--- src/rtl/muldiv_pkg.sv ---
// Shared types for the iterative multiply/divide unit.
// The divider datapath is built only when MULDIV_DIV_EN is defined.
package muldiv_pkg;

    // RV32M funct3 encoding
    typedef enum logic [2:0] {
        OP_MUL    = 3'b000,
        OP_MULH   = 3'b001,
        OP_MULHSU = 3'b010,
        OP_MULHU  = 3'b011,
        OP_DIV    = 3'b100,
        OP_DIVU   = 3'b101,
        OP_REM    = 3'b110,
        OP_REMU   = 3'b111
    } muldiv_op_t;

    // Control FSM states
    typedef enum logic [1:0] {
        S_IDLE = 2'b00,
        S_CALC = 2'b01,
        S_DONE = 2'b10
    } muldiv_state_t;

endpackage

--- src/rtl/muldiv_negate.sv ---
// Conditional two's-complement: used both to take operand magnitudes
// and to restore the sign of products, quotients and remainders.
module muldiv_negate #(
    parameter int N = 32
) (
    input  logic [N-1:0] i_val,
    input  logic         i_neg,
    output logic [N-1:0] o_val
);

    // Negate when requested, pass through otherwise
    always_comb o_val = i_neg ? ('0 - i_val) : i_val;

endmodule

--- src/rtl/muldiv_unit.sv ---
// Iterative RV32M multiply/divide unit: radix-2 shift-add multiply and
// restoring divide on operand magnitudes, one bit per CALC cycle.
// Define MULDIV_DIV_EN to build the divider; otherwise divide/remainder
// ops complete immediately with result 0.
module muldiv_unit
    import muldiv_pkg::*;
#(
    parameter int N = 32
) (
    input  logic         clk,
    input  logic         reset,
    input  logic         in_valid,
    output logic         in_ready,
    input  logic [2:0]   op,
    input  logic [N-1:0] a,
    input  logic [N-1:0] b,
    output logic         out_valid,
    input  logic         out_ready,
    output logic [N-1:0] result,
    output logic         busy
);

    localparam int CW = $clog2(N) + 1;

    muldiv_state_t r_state;
    muldiv_op_t    r_op;
    logic          r_in_ready;
    logic          r_out_valid;
    logic          r_busy;
    logic [N-1:0]  r_result;
    logic [CW-1:0] r_cnt;
    // r_hi: product high half / partial remainder
    // r_lo: multiplier shifting out, or dividend shifting out / quotient shifting in
    // r_opnd: multiplicand or divisor magnitude
    logic [N-1:0]  r_hi;
    logic [N-1:0]  r_lo;
    logic [N-1:0]  r_opnd;
    logic          r_neg_p;

    muldiv_op_t    w_op;
    logic          w_a_neg;
    logic          w_b_neg;
    logic [N-1:0]  w_a_mag;
    logic [N-1:0]  w_b_mag;
    logic [N-1:0]  w_addend;
    logic [N:0]    w_sum;
    logic [N-1:0]  w_next_hi;
    logic [N-1:0]  w_next_lo;
    logic [2*N-1:0] w_prod_fix;
    logic [N-1:0]  w_final;
    logic          w_last;

`ifdef MULDIV_DIV_EN
    localparam logic [N-1:0] MOST_NEG = {1'b1, {(N-1){1'b0}}};
    logic          r_neg_r;
    logic [N:0]    w_shift;
    logic [N-1:0]  w_diff;
    logic [N-1:0]  w_quot_fix;
    logic [N-1:0]  w_rem_fix;
`endif

    assign w_op    = muldiv_op_t'(op);
    assign w_a_neg = a[N-1] & ((w_op == OP_MULH) || (w_op == OP_MULHSU) ||
                               (w_op == OP_DIV)  || (w_op == OP_REM));
    assign w_b_neg = b[N-1] & ((w_op == OP_MULH) || (w_op == OP_DIV) ||
                               (w_op == OP_REM));
    assign w_last  = (r_cnt == CW'(N - 1));

    assign in_ready  = r_in_ready;
    assign out_valid = r_out_valid;
    assign busy      = r_busy;
    assign result    = r_result;

    muldiv_negate #(.N(N)) u_neg_a (
        .i_val (a),
        .i_neg (w_a_neg),
        .o_val (w_a_mag)
    );

    muldiv_negate #(.N(N)) u_neg_b (
        .i_val (b),
        .i_neg (w_b_neg),
        .o_val (w_b_mag)
    );

    muldiv_negate #(.N(2 * N)) u_neg_prod (
        .i_val ({w_next_hi, w_next_lo}),
        .i_neg (r_neg_p),
        .o_val (w_prod_fix)
    );

`ifdef MULDIV_DIV_EN
    muldiv_negate #(.N(N)) u_neg_quot (
        .i_val (w_next_lo),
        .i_neg (r_neg_p),
        .o_val (w_quot_fix)
    );

    muldiv_negate #(.N(N)) u_neg_rem (
        .i_val (w_next_hi),
        .i_neg (r_neg_r),
        .o_val (w_rem_fix)
    );
`endif

    // One iteration step of the active algorithm
    always_comb begin
        w_addend  = r_lo[0] ? r_opnd : '0;
        w_sum     = '0;
        w_next_hi = r_hi;
        w_next_lo = r_lo;
`ifdef MULDIV_DIV_EN
        w_shift   = {r_hi, r_lo[N-1]};
        w_diff    = w_shift[N-1:0] - r_opnd;
`endif
        if (!r_op[2]) begin
            w_sum     = {1'b0, r_hi} + {1'b0, w_addend};
            w_next_hi = w_sum[N:1];
            w_next_lo = {w_sum[0], r_lo[N-1:1]};
        end
`ifdef MULDIV_DIV_EN
        else if (w_shift >= {1'b0, r_opnd}) begin
            w_next_hi = w_diff;
            w_next_lo = {r_lo[N-2:0], 1'b1};
        end else begin
            w_next_hi = w_shift[N-1:0];
            w_next_lo = {r_lo[N-2:0], 1'b0};
        end
`endif
    end

    // Select and sign-correct the value written into result after the last step
    always_comb begin
        w_final = (r_op == OP_MUL) ? w_prod_fix[N-1:0] : w_prod_fix[2*N-1:N];
`ifdef MULDIV_DIV_EN
        if (r_op[2]) begin
            w_final = r_op[1] ? w_rem_fix : w_quot_fix;
        end
`endif
    end

    // Control FSM with registered handshake outputs and datapath registers
    always_ff @(posedge clk) begin
        if (reset) begin
            r_state     <= S_IDLE;
            r_op        <= OP_MUL;
            r_in_ready  <= 1'b1;
            r_out_valid <= 1'b0;
            r_busy      <= 1'b0;
            r_result    <= '0;
            r_cnt       <= '0;
            r_hi        <= '0;
            r_lo        <= '0;
            r_opnd      <= '0;
            r_neg_p     <= 1'b0;
`ifdef MULDIV_DIV_EN
            r_neg_r     <= 1'b0;
`endif
        end else begin
            case (r_state)
                S_IDLE: begin
                    if (in_valid) begin
                        r_op       <= w_op;
                        r_neg_p    <= w_a_neg ^ w_b_neg;
                        r_cnt      <= '0;
                        r_hi       <= '0;
                        r_in_ready <= 1'b0;
                        r_busy     <= 1'b1;
                        if (!op[2]) begin
                            r_opnd  <= w_a_mag;
                            r_lo    <= w_b_mag;
                            r_state <= S_CALC;
                        end else begin
`ifdef MULDIV_DIV_EN
                            r_opnd  <= w_b_mag;
                            r_lo    <= w_a_mag;
                            r_neg_r <= w_a_neg;
                            if (b == '0) begin
                                r_result    <= op[1] ? a : '1;
                                r_out_valid <= 1'b1;
                                r_state     <= S_DONE;
                            end else if (!op[0] && (a == MOST_NEG) && (b == '1)) begin
                                r_result    <= op[1] ? '0 : a;
                                r_out_valid <= 1'b1;
                                r_state     <= S_DONE;
                            end else begin
                                r_state <= S_CALC;
                            end
`else
                            r_result    <= '0;
                            r_out_valid <= 1'b1;
                            r_state     <= S_DONE;
`endif
                        end
                    end
                end
                S_CALC: begin
                    r_hi  <= w_next_hi;
                    r_lo  <= w_next_lo;
                    r_cnt <= r_cnt + CW'(1);
                    if (w_last) begin
                        r_result    <= w_final;
                        r_out_valid <= 1'b1;
                        r_state     <= S_DONE;
                    end
                end
                S_DONE: begin
                    if (out_ready) begin
                        r_out_valid <= 1'b0;
                        r_busy      <= 1'b0;
                        r_in_ready  <= 1'b1;
                        r_state     <= S_IDLE;
                    end
                end
                default: begin
                    r_state     <= S_IDLE;
                    r_in_ready  <= 1'b1;
                    r_out_valid <= 1'b0;
                    r_busy      <= 1'b0;
                end
            endcase
        end
    end

endmodule

--- config.mk ---
export PLATFORM = sky130hd
export DESIGN_NAME = muldiv_unit
export DESIGN_NICKNAME = d
export VERILOG_FILES = /design/src/rtl/muldiv_pkg.sv /design/src/rtl/muldiv_negate.sv /design/src/rtl/muldiv_unit.sv
export SDC_FILE = /design/constraint.sdc
export NUM_CORES = 1
export LEC_CHECK = 0
export BUFFER_PORTS_ARGS = -buffer_cell sky130_fd_sc_hd__clkbuf_2
export CELL_PAD_IN_SITES_DETAIL_PLACEMENT = 0
export CELL_PAD_IN_SITES_GLOBAL_PLACEMENT = 1
export CORE_UTILIZATION = 45
export DETAILED_ROUTE_END_ITERATION = 7
export PLACE_DENSITY = 0.82
export SLEW_MARGIN = 40
export SYNTH_ARGS = -nofsm -noshare
export SYNTH_HDL_FRONTEND = slang
export SYNTH_HIERARCHICAL = 1
export SYNTH_SLANG_ARGS = --single-unit
--- constraint.sdc ---
create_clock -name clk -period 6 [get_ports clk]
set_clock_uncertainty 0.2 [all_clocks]
set_input_delay 1.8 -clock clk [delete_from_list [all_inputs] [get_ports clk]]
set_output_delay 1.8 -clock clk [all_outputs]
set_load 0.1 [all_outputs]
### Yosys cells after proc, flatten, opt, wreduce, memory -nomap -nowiden

Cells that the tools add are included.

* multiplexer cells: 33
* equality and inequality tests: 12
* add/subtract/negate cells: 5
* bitwise gates (word level): 5
* reduce and logical (&&, ||, !) cells: 16

Operator list (count)
* $mux W32: 12
* $pmux W32 S2: 3
* $mux W64: 1
* $sub A1 B32 Y32 const A: 2
* $sub A1 B64 Y64 const A: 1
* $add A32 B32 Y33: 1
* $pmux W6 S2: 1
* $reduce_and A3 Y1: 4
* $ne A2 B2 Y1 const B: 5
* $pmux W1 S3: 3
* $mux W2: 4
* $reduce_and A4 Y1: 2
* $mux W1: 7
* $add A6 B1 Y6 const B: 1
* $eq A3 B3 Y1 const B: 2
* $eq A6 B5 Y1 const B: 1
* $mux W6: 1
* $pmux W2 S3: 1
* $logic_or A1 B1 Y1: 5
* $reduce_and A2 Y1: 2
* $eq A3 B1 Y1 const B: 1
* $eq A3 B2 Y1 const B: 1
* $logic_not A3 Y1: 1
* $and A1 B1 Y1: 2
* 6 further kinds: 7

* output and inout port bits: 35
* word-level logic and storage cells: 82
* input port bits: 71
* register bits: 143

### Longest topological paths before layout

Gate-level depths: netlist of run 1.

* depth after elaboration: 8
* gate-level depth with buffers: 21
* depth with buffers taken out: 20

### Cells and area by module

Netlist of run 1, hierarchy kept.

By module, submodules not included
* muldiv_unit: cells an instance 1134, area an instance 8345.5 sq um, seq. area each 2862.7 sq um, instances 1
* muldiv_negate at u_neg_a ...: cells an instance 108, area an instance 767.0 sq um, seq. area each 0.0 sq um, instances 2
* muldiv_negate at u_neg_prod: cells an instance 198, area an instance 1453.9 sq um, seq. area each 0.0 sq um, instances 1

### Least setup slack after synthesis of run 1

OpenSTA, ideal clock, no wires.

* path type: register to register
* from: register r_lo[0]
* to: register r_result[31], in the netlist result[31]
* path slack: 1.095 ns
* data required time: 5.733 ns
* cell stages (with the launch flop): 21
* arrival time: 4.638 ns
* library setup time: 0.067 ns
* buffers on the path: 1
* period minus slack after synthesis: 4.905 ns
* path through: dfxtp_1 clkbuf_1 and2_1 ha_1 fa_1 a21oi_1 o21ai_0 a21oi_1 o21bai_1 a21oi_1 xor2_1 o21ai_0 or4_4 or4_4 or4_4 o41ai_2 xnor2_1 nand2_1 a21oi_1 a21oi_1 nor2_1

* longest elaborated chain between the ends: 8
* elaborated cells between the ends (all ways): 9
* classes of those cells: add/sub (2); mux (7)

Ends and longest elaborated chain
* start, declared: RTL line muldiv_unit.sv:36 `logic [N-1:0] r_lo;`
* start signal, assigned: RTL line muldiv_unit.sv:171 `r_lo <= w_b_mag;`
* start signal, assigned: RTL line muldiv_unit.sv:199 `r_lo <= w_next_lo;`
* $mux W32: RTL line muldiv_unit.sv:108 `w_addend = r_lo[0] ? r_opnd : '0;`
* $add A32 B32 Y33: RTL line muldiv_unit.sv:117 `w_sum = {1'b0, r_hi} + {1'b0, w_addend};`
* $mux W32: RTL line muldiv_unit.sv:116 `if (!r_op[2]) begin`
* named net w_next_hi[7]: RTL line muldiv_unit.sv:47 `logic [N-1:0] w_next_hi;`
* $sub A1 B64 Y64: RTL line muldiv_negate.sv:12 `always_comb o_val = i_neg ? ('0 - i_val) : i_val;`
* $mux W64: RTL line muldiv_negate.sv:12
* named net w_prod_fix[63]: RTL line muldiv_unit.sv:49 `logic [2*N-1:0] w_prod_fix;`
* $mux W32: RTL line muldiv_unit.sv:134 `w_final = (r_op == OP_MUL) ? w_prod_fix[N-1:0] : w_prod_fix[2*N-1:N];`
* $mux W32: RTL line muldiv_unit.sv:201 `if (w_last) begin`
* $pmux W32 S2: RTL line muldiv_unit.sv:160 `case (r_state)`
* end signal, assigned: RTL line muldiv_unit.sv:202 `r_result <= w_final;`
* end, declared: RTL line muldiv_unit.sv:30 `logic [N-1:0] r_result;`

The timed path passes the listed nets, and every way through them passes these cells. The select of a mux whose other input is x is not followed.
A chain may end at the register's enable or synchronous reset.

### Worst setup path after layout of run 1

Same ends and word-level chain as after synthesis.

==> results.tsv, run 1 <==
stage	metric	value	unit
status	status	completed	
cells_and_area	fillCellCount	2505	
floorplan	dieArea	0.0258	mm2
global_route	grt_usage	25.9	%
worst_setup_path	cp_top_family	simple AND/OR/NAND/NOR gates	
placed_design	gp_congestion	0.916	
synthesis	synthArstFlopShare	0	%
worst_setup_path	cpPeakStageDelay	0.60	ns
floorplan	die_w	161	um
cells_and_area	final_cell_mix	nand2_1 (304), a21oi_1 (151), dfxtp_1 (141)	
cts	cts-buffers-inserted	17	
cts	cts_hold_buf	0	
timing	slew_violations	0	
synthesis	seq_area_frac_synth	25.3	%
synthesis	synth_ff_type	dfxtp_1	
route	drt-total-wl	33.7	mm
power	ir_worst_vdd	0.000147	V
cells_and_area	layout.nets	1695	
timing	period_share	88.1	%
global_route	grt_first_pass_wirelength	53.6	mm
timing	grt_setup_unrepaired	no	
route	via_count	11200	
cts	cts_resized	0	
cts	post_cts_buffers	0	
floorplan	initial_core_util	46.2	%
floorplan	coreArea	0.0245	mm2
worst_setup_path	critPathMaxFanout	31	
placed_design	placed_cell_area	0.0120	mm2
synthesis	synth_top_family_by_area	simple AND/OR/NAND/NOR gates	
floorplan	die_h	161	um
worst_setup_path	rr_endpoint	result[31]	
worst_setup_path	worstSetupPathType	register to register	
cells_and_area	drive_above_1_share	14.6	%
floorplan	num_rows	57	
cells_and_area	mostFrequentLayoutCell	nand2_1	
global_route	grt_antenna_before_repair	1	
synthesis	synth-simple-area-share	26.3	%
route	viasPerCell	5.82	
worst_hold_path	hp-start	r_opnd[16]	
timing	slew-limit-headroom	36.4	%
timing	hold_viol_final	0	
cts	cts-htree-levels	4	
cells_and_area	syn_to_final_growth	11.1	%
worst_setup_path	r2r_slack	0.72	ns
timing	max_freq	189	MHz
run	drv_cap	0	
synthesis	synth_edf_count	0	
synthesis	syn_inst	1548	
global_route	global_route.overflow_total	0	
power	p_total	0.00291	W
worst_setup_path	critPathBufInv	1	
worst_setup_path	reg2regPathDepth	20	
power	p_per_area	231	mW/mm2
worst_setup_path	cp.arrival	5.46	ns
global_route	grt_max_degree	82	
timing	setup_viol_count_final	0	
cts	clk_latency	0.44	ns
global_route	use_met3	3.69	%
worst_hold_path	worstHoldPathCells	2	
route	antenna_left	0	
synthesis	yosys_warnings	6	
synthesis	syn_area	0.0113	mm2
synthesis	muxShareOfSynthArea	4.02	%
placed_design	place_inst	1892	
global_route	use_met1	38.7	%
cells_and_area	fin_area	0.0126	mm2
cts	cts_tree	done	
worst_setup_path	start_kind	register	
worst_setup_path	required	6.18	ns
cts	cts_root_buffer	clkbuf_16	
synthesis	synth_seq_cells	143	
cts	clkTransAtPathRegs	0.07	ns
global_route	busiest_layer	met1	
placed_design	port_buffers	105	
global_route	first_global_vias	9790	
worst_setup_path	slowest_stage	or4_4	
synthesis	synth_cell_types	68	
route	drc_errors	0	
cells_and_area	stdcell_count	1925	
worst_hold_path	hold_end	r_opnd[16]	
synthesis	synth_nets	1656	
worst_setup_path	r2r-start	r_lo[0]	
synthesis	synth_xor_area_share	11.6	%
route	first_pass_iters	5	
global_route	use_met2	38.4	%
timing	period_needed	5.28	ns
worst_setup_path	end_kind	register	
timing	finalSetupTns	0	ns
timing	layout_setup_ws	0.716	ns
power	leakage	4.77	nW
route	dr.first_iter.drc_count	846	
worst_hold_path	hold_class	register to register	
synthesis	synth_fa_ha_area_share	4.15	%
placed_design	dp_hpwl	25.0	mm
worst_setup_path	path_cells	buf_4 > and2_1 > ha_1 > a21oi_1 > and2_1 > a21boi_0 > o21ai_0 > nand2b_1 > a31oi_1 > xor2_1 > o21ai_0 > or4_4 > or4_4 > or4_4 > o41ai_2 > xnor2_1 > nand2_1 > a21oi_1 > a21oi_1 > nor2_1	
worst_setup_path	crit_path_start	r_lo[0]	
timing	worst_pin_slew	0.944	ns
cts	cts.path.max_buffers	2	
synthesis	synth_compound_area_share	24.2	%
route	wire_per_inst	17.5	um
floorplan	ios	106	
cts	clock_sinks	143	
synthesis	avgSynthCellArea	7.32	um2
placed_design	pre_cts_slack	0.788	ns
## worst max path at each step
stage	to	cells past startpoint
after floorplan	result[31]	20
after global placement	result[31]	20
after detailed placement	result[31]	20
after CTS	result[31]	20
after global routing	result[21]	20
final	result[31]	20
## Yosys cell counts, types with 20 or more instances
master / count / area, um2
nand2_1: 305 / 1140
a21oi_1: 151 / 756
dfxtp_1: 143 / 2860
xnor2_1: 137 / 1200
nor2_1: 121 / 454
o21ai_0: 82 / 410
clkbuf_1: 76 / 285
o31ai_1: 38 / 285
ha_1: 36 / 450
mux2_2: 36 / 405
and2_1: 35 / 219
o41ai_1: 33 / 289
a311oi_1: 32 / 280
nand3_1: 22 / 110
or3_1: 21 / 131
or4_1: 21 / 158
inv_1: 20 / 75.1
## power breakdown
| group | internal (W) | leakage (nW) | switching, W |
|---|---|---|---|
| combinational | 0.000288 | 3.33 | 0.000501 |
| clock | 0.000587 | 0.271 | 0.000493 |
| sequential | 0.000999 | 1.16 | 0.0000422 |
| total | 0.00187 | 4.77 | 0.00104 |
## routing by layer
| metal | vias to the layer above | share of wire, % |
|---|---|---|
| met2 | 283 | 43 |
| met5 | - | 0 |
| met1 | 5296 | 51 |
| met3 | 30 | 4.6 |
| met4 | 0 | 1.4 |
| li1 | 5594 | - |
## cell type report
type	count	area, um2	share of cell area (%)
inverters	21	78.8	0.626
clock inverters	14	146	1.16
diodes	1	2.50	0.0199
well taps	324	405	3.22
multi-input cells	1282	8010	63.6
flip-flops and latches	143	2870	22.8
clock buffers	18	429	3.41
repair buffers	122	659	5.23
## state kept, by name, indices dropped and copies added (netlist names)
| name | flops |
|---|---|
| r_opnd | 32 |
| r_hi | 32 |
| busy | 1 |
| out_valid | 1 |
| in_ready | 1 |
| r_lo | 32 |
| r_op | 3 |
| r_state | 2 |
| r_neg_p | 1 |
| result | 32 |
| r_cnt | 6 |
## stage by stage
stage,hold WS [ns],util (%)
3_3_place_gp,0.237,48.8
5_1_grt,0.259,51.3
4_1_cts,0.252,51.3
3_5_place_dp,0.243,48.9
2_1_floorplan,0.232,-
6_report,0.248,51.3
## logic make-up after synthesis
kind of cell | count (synthesis)
AOI/OAI and AO/OA | 420
muxes | 41
adders and majority gates | 37
xor gates and xnor gates | 150
buffers and inverters | 123
DFF | 143
and+or+nand+nor | 634
## tightest hold or removal path, cell delays in order, from the launching register on
cell and delay, ns:
dfxtp_1 0.30, nand2_1 0.05, a21oi_1 0.05
Power figures use the tool's default switching activity.
==> inputs of run 2 (changes only) <==
--- a/config.mk
+++ b/config.mk
@@ -5,10 +5,11 @@
 export SDC_FILE = /design/constraint.sdc
 export NUM_CORES = 1
 export LEC_CHECK = 0
+export ABC_AREA = 1
 export BUFFER_PORTS_ARGS = -buffer_cell sky130_fd_sc_hd__clkbuf_2
 export CELL_PAD_IN_SITES_DETAIL_PLACEMENT = 0
 export CELL_PAD_IN_SITES_GLOBAL_PLACEMENT = 1
-export CORE_UTILIZATION = 45
+export CORE_UTILIZATION = 42
 export DETAILED_ROUTE_END_ITERATION = 7
 export PLACE_DENSITY = 0.82
 export SLEW_MARGIN = 40
==> results.tsv, run 2 <==
stage	metric	value	unit
route	drc_errors	0	
route	dr.first_iter.drc_count	1254	
power	p_int	0.00203	W
timing	grt_setup_unrepaired	no	
floorplan	initial_core_util	42.7	%
cts	clkTransAtPathRegs	0.06	ns
power	p_per_area	235	mW/mm2
global_route	first_global_vias	13900	
worst_setup_path	cp.arrival	4.44	ns
power	leakage	8.01	nW
cells_and_area	drive_above_1_share	10.8	%
cts	cts-htree-levels	4	
synthesis	synth_nets	2627	
timing	slew_violations	0	
synthesis	syn_inst	2519	
worst_setup_path	start_kind	input pin	
synthesis	yosys_warnings	6	
timing	hold_viol_final	0	
cts	clock_sinks	143	
route	viasPerCell	5.08	
synthesis	synth_ff_type	dfxtp_1	
route	via_count	15400	
worst_setup_path	required	6.13	ns
synthesis	seq_area_frac_synth	20.6	%
floorplan	coreArea	0.0325	mm2
status	status	completed	
global_route	grt_antenna_before_repair	0	
synthesis	synth_cell_types	47	
worst_setup_path	worstSetupPathType	input pin to register	
synthesis	synthArstFlopShare	0	%
timing	worst_pin_slew	0.838	ns
synthesis	synth_common_cells	nand2_1 (895), nor2_1 (327), inv_1 (326)	
timing	slew-limit-headroom	43.6	%
timing	period_share	71.8	%
power	clockPowerShare	29.4	%
power	p_switching	0.00155	W
placed_design	dp_hpwl	37.6	mm
placed_design	port_buffers	105	
floorplan	ios	106	
power	seqPwrFrac	29.5	%
cells_and_area	multi_input_area	0.00935	mm2
cts	cts.path.max_buffers	2	
floorplan	die_w	184	um
timing	finalSetupTns	0	ns
timing	max_freq	232	MHz
worst_setup_path	end_kind	register	
cts	cts_hold_buf	0	
global_route	grt_max_degree	69	
cells_and_area	mostFrequentLayoutCell	nand2_1	
power	swShare	43.3	%
synthesis	avgSynthCellArea	5.52	um2
synthesis	synth_most_common_cell	nand2_1	
floorplan	dieArea	0.0338	mm2
route	drt-total-wl	47.5	mm
synthesis	synth_top_area_share	24.2	%
route	first_pass_iters	5	
cts	cts_tree	done	
synthesis	synth_largest_area_cell	nand2_1	
cells_and_area	seqCellArea	0.00286	mm2
cts	cts-buffers-inserted	17	
global_route	grt_usage	28.5	%
cells_and_area	layout.nets	2678	
cts	clk_latency	0.45	ns
route	wire_per_inst	15.7	um
floorplan	die_h	184	um
synthesis	synth_edf_count	0	
synthesis	syn_area	0.0139	mm2
cells_and_area	final_cell_mix	nand2_1 (895), nor2_1 (325), inv_1 (324)	
power	ir_worst_vdd	0.000234	V
cells_and_area	n_antenna_cell	0	
run	drv_cap	0	
timing	period_needed	4.31	ns
global_route	global_route.overflow_total	0	
route	antenna_left	0	
cts	cts_root_buffer	clkbuf_16	
cells_and_area	syn_to_final_growth	9.76	%
cells_and_area	fillCellCount	3681	
placed_design	gp_congestion	0.979	
worst_hold_path	hold_class	register to register	
power	comb_power_share	41.1	%
power	p_total	0.00358	W
synthesis	yosys-top-cells-area	nand2_1 (24%), dfxtp_1 (21%), nor2_1 (8.8%)	
global_route	grt_first_pass_wirelength	75.2	mm
cts	cts_resized	0	
cts	post_cts_buffers	0	
synthesis	synth_seq_cells	143	
timing	setup_viol_count_final	0	
floorplan	num_rows	66	
worst_setup_path	critPathMaxFanout	27	
## run 2: power groups by stage
| stage | Clock (W) | Combinational (W) | Sequential [W] |
|---|---|---|---|
| 3_3_place_gp | 0 | 0.00144 | 0.00108 |
| 5_1_grt | 0.00111 | 0.00163 | 0.00106 |
| 2_1_floorplan | 0 | 0.00101 | 0.00114 |
| 6_report | 0.00105 | 0.00147 | 0.00106 |
| 3_5_place_dp | 0 | 0.00145 | 0.00108 |
| 4_1_cts | 0.00107 | 0.00146 | 0.00106 |
## run 2: layout make-up
class | count | area share (%)
clock inverter | 12 | 0.721
multi-input combinational | 1949 | 61.3
inverter | 337 | 8.31
sequential | 143 | 18.8
clock buffer | 19 | 2.97
timing repair buffer | 122 | 4.33
tap | 442 | 3.62
## run 2: per-stage QoR
stage	cell area, um2	utilization, %	instances	hold WS [ns]	setup slack [ns]
after floorplan	13900	-	2519	0.254	2.29
after global placement	14700	45.1	2992	0.247	1.65
after detailed placement	14700	45.2	2993	0.251	1.63
after CTS	15300	46.9	3024	0.261	1.83
after global routing	15300	46.9	3024	0.272	1.38
final	15300	46.9	3024	0.260	1.69
## run 2: cells by family (layout without fill, tap and decap cells)
logic type | count (synthesis) | in the layout | share of synthesized area (%)
AOI/OAI and AO/OA | 273 | 273 | 11.2
xor gates and xnor gates | 72 | 72 | 4.54
and+or+nand+nor | 1567 | 1567 | 48.0
adders and majority gates | 37 | 37 | 3.38
buffers and inverters | 427 | 490 | 12.3
DFF | 143 | 143 | 20.6
## run 2: worst paths after layout
kind / slack [ns] / startpoint / depth (start not counted) / to
setup / recovery: 1.69 / op[0] / 13 / r_opnd[17]
hold reg to reg: 0.26 / result[7] / 2 / result[7]
setup reg to reg: 1.75 / r_lo[0] / 22 / result[26]
hold / removal: 0.26 / result[7] / 2 / result[7]
## run 2: critical path: stages
cell and delay [ns]:
clkbuf_2 0.11, xnor2_1 0.23, inv_1 0.06, o21ai_0 0.36
clkinv_1 0.74, inv_2 0.45, nor2_1 0.13, nor2_4 0.17
nand2_1 0.08, nand2_1 0.06, nand2_1 0.05, nor2_1 0.12
nor2_1 0.06
## run 2: metal layers
| layer | vias to the layer above | routed length (um) | GRT usage (%) |
|---|---|---|---|
| met5 | - | 0 | 0 |
| met4 | 0 | 1050 | 8.43 |
| met3 | 66 | 2650 | 3.23 |
| met2 | 440 | 20700 | 45.3 |
| met1 | 6925 | 23100 | 40.2 |
| li1 | 7926 | - | - |
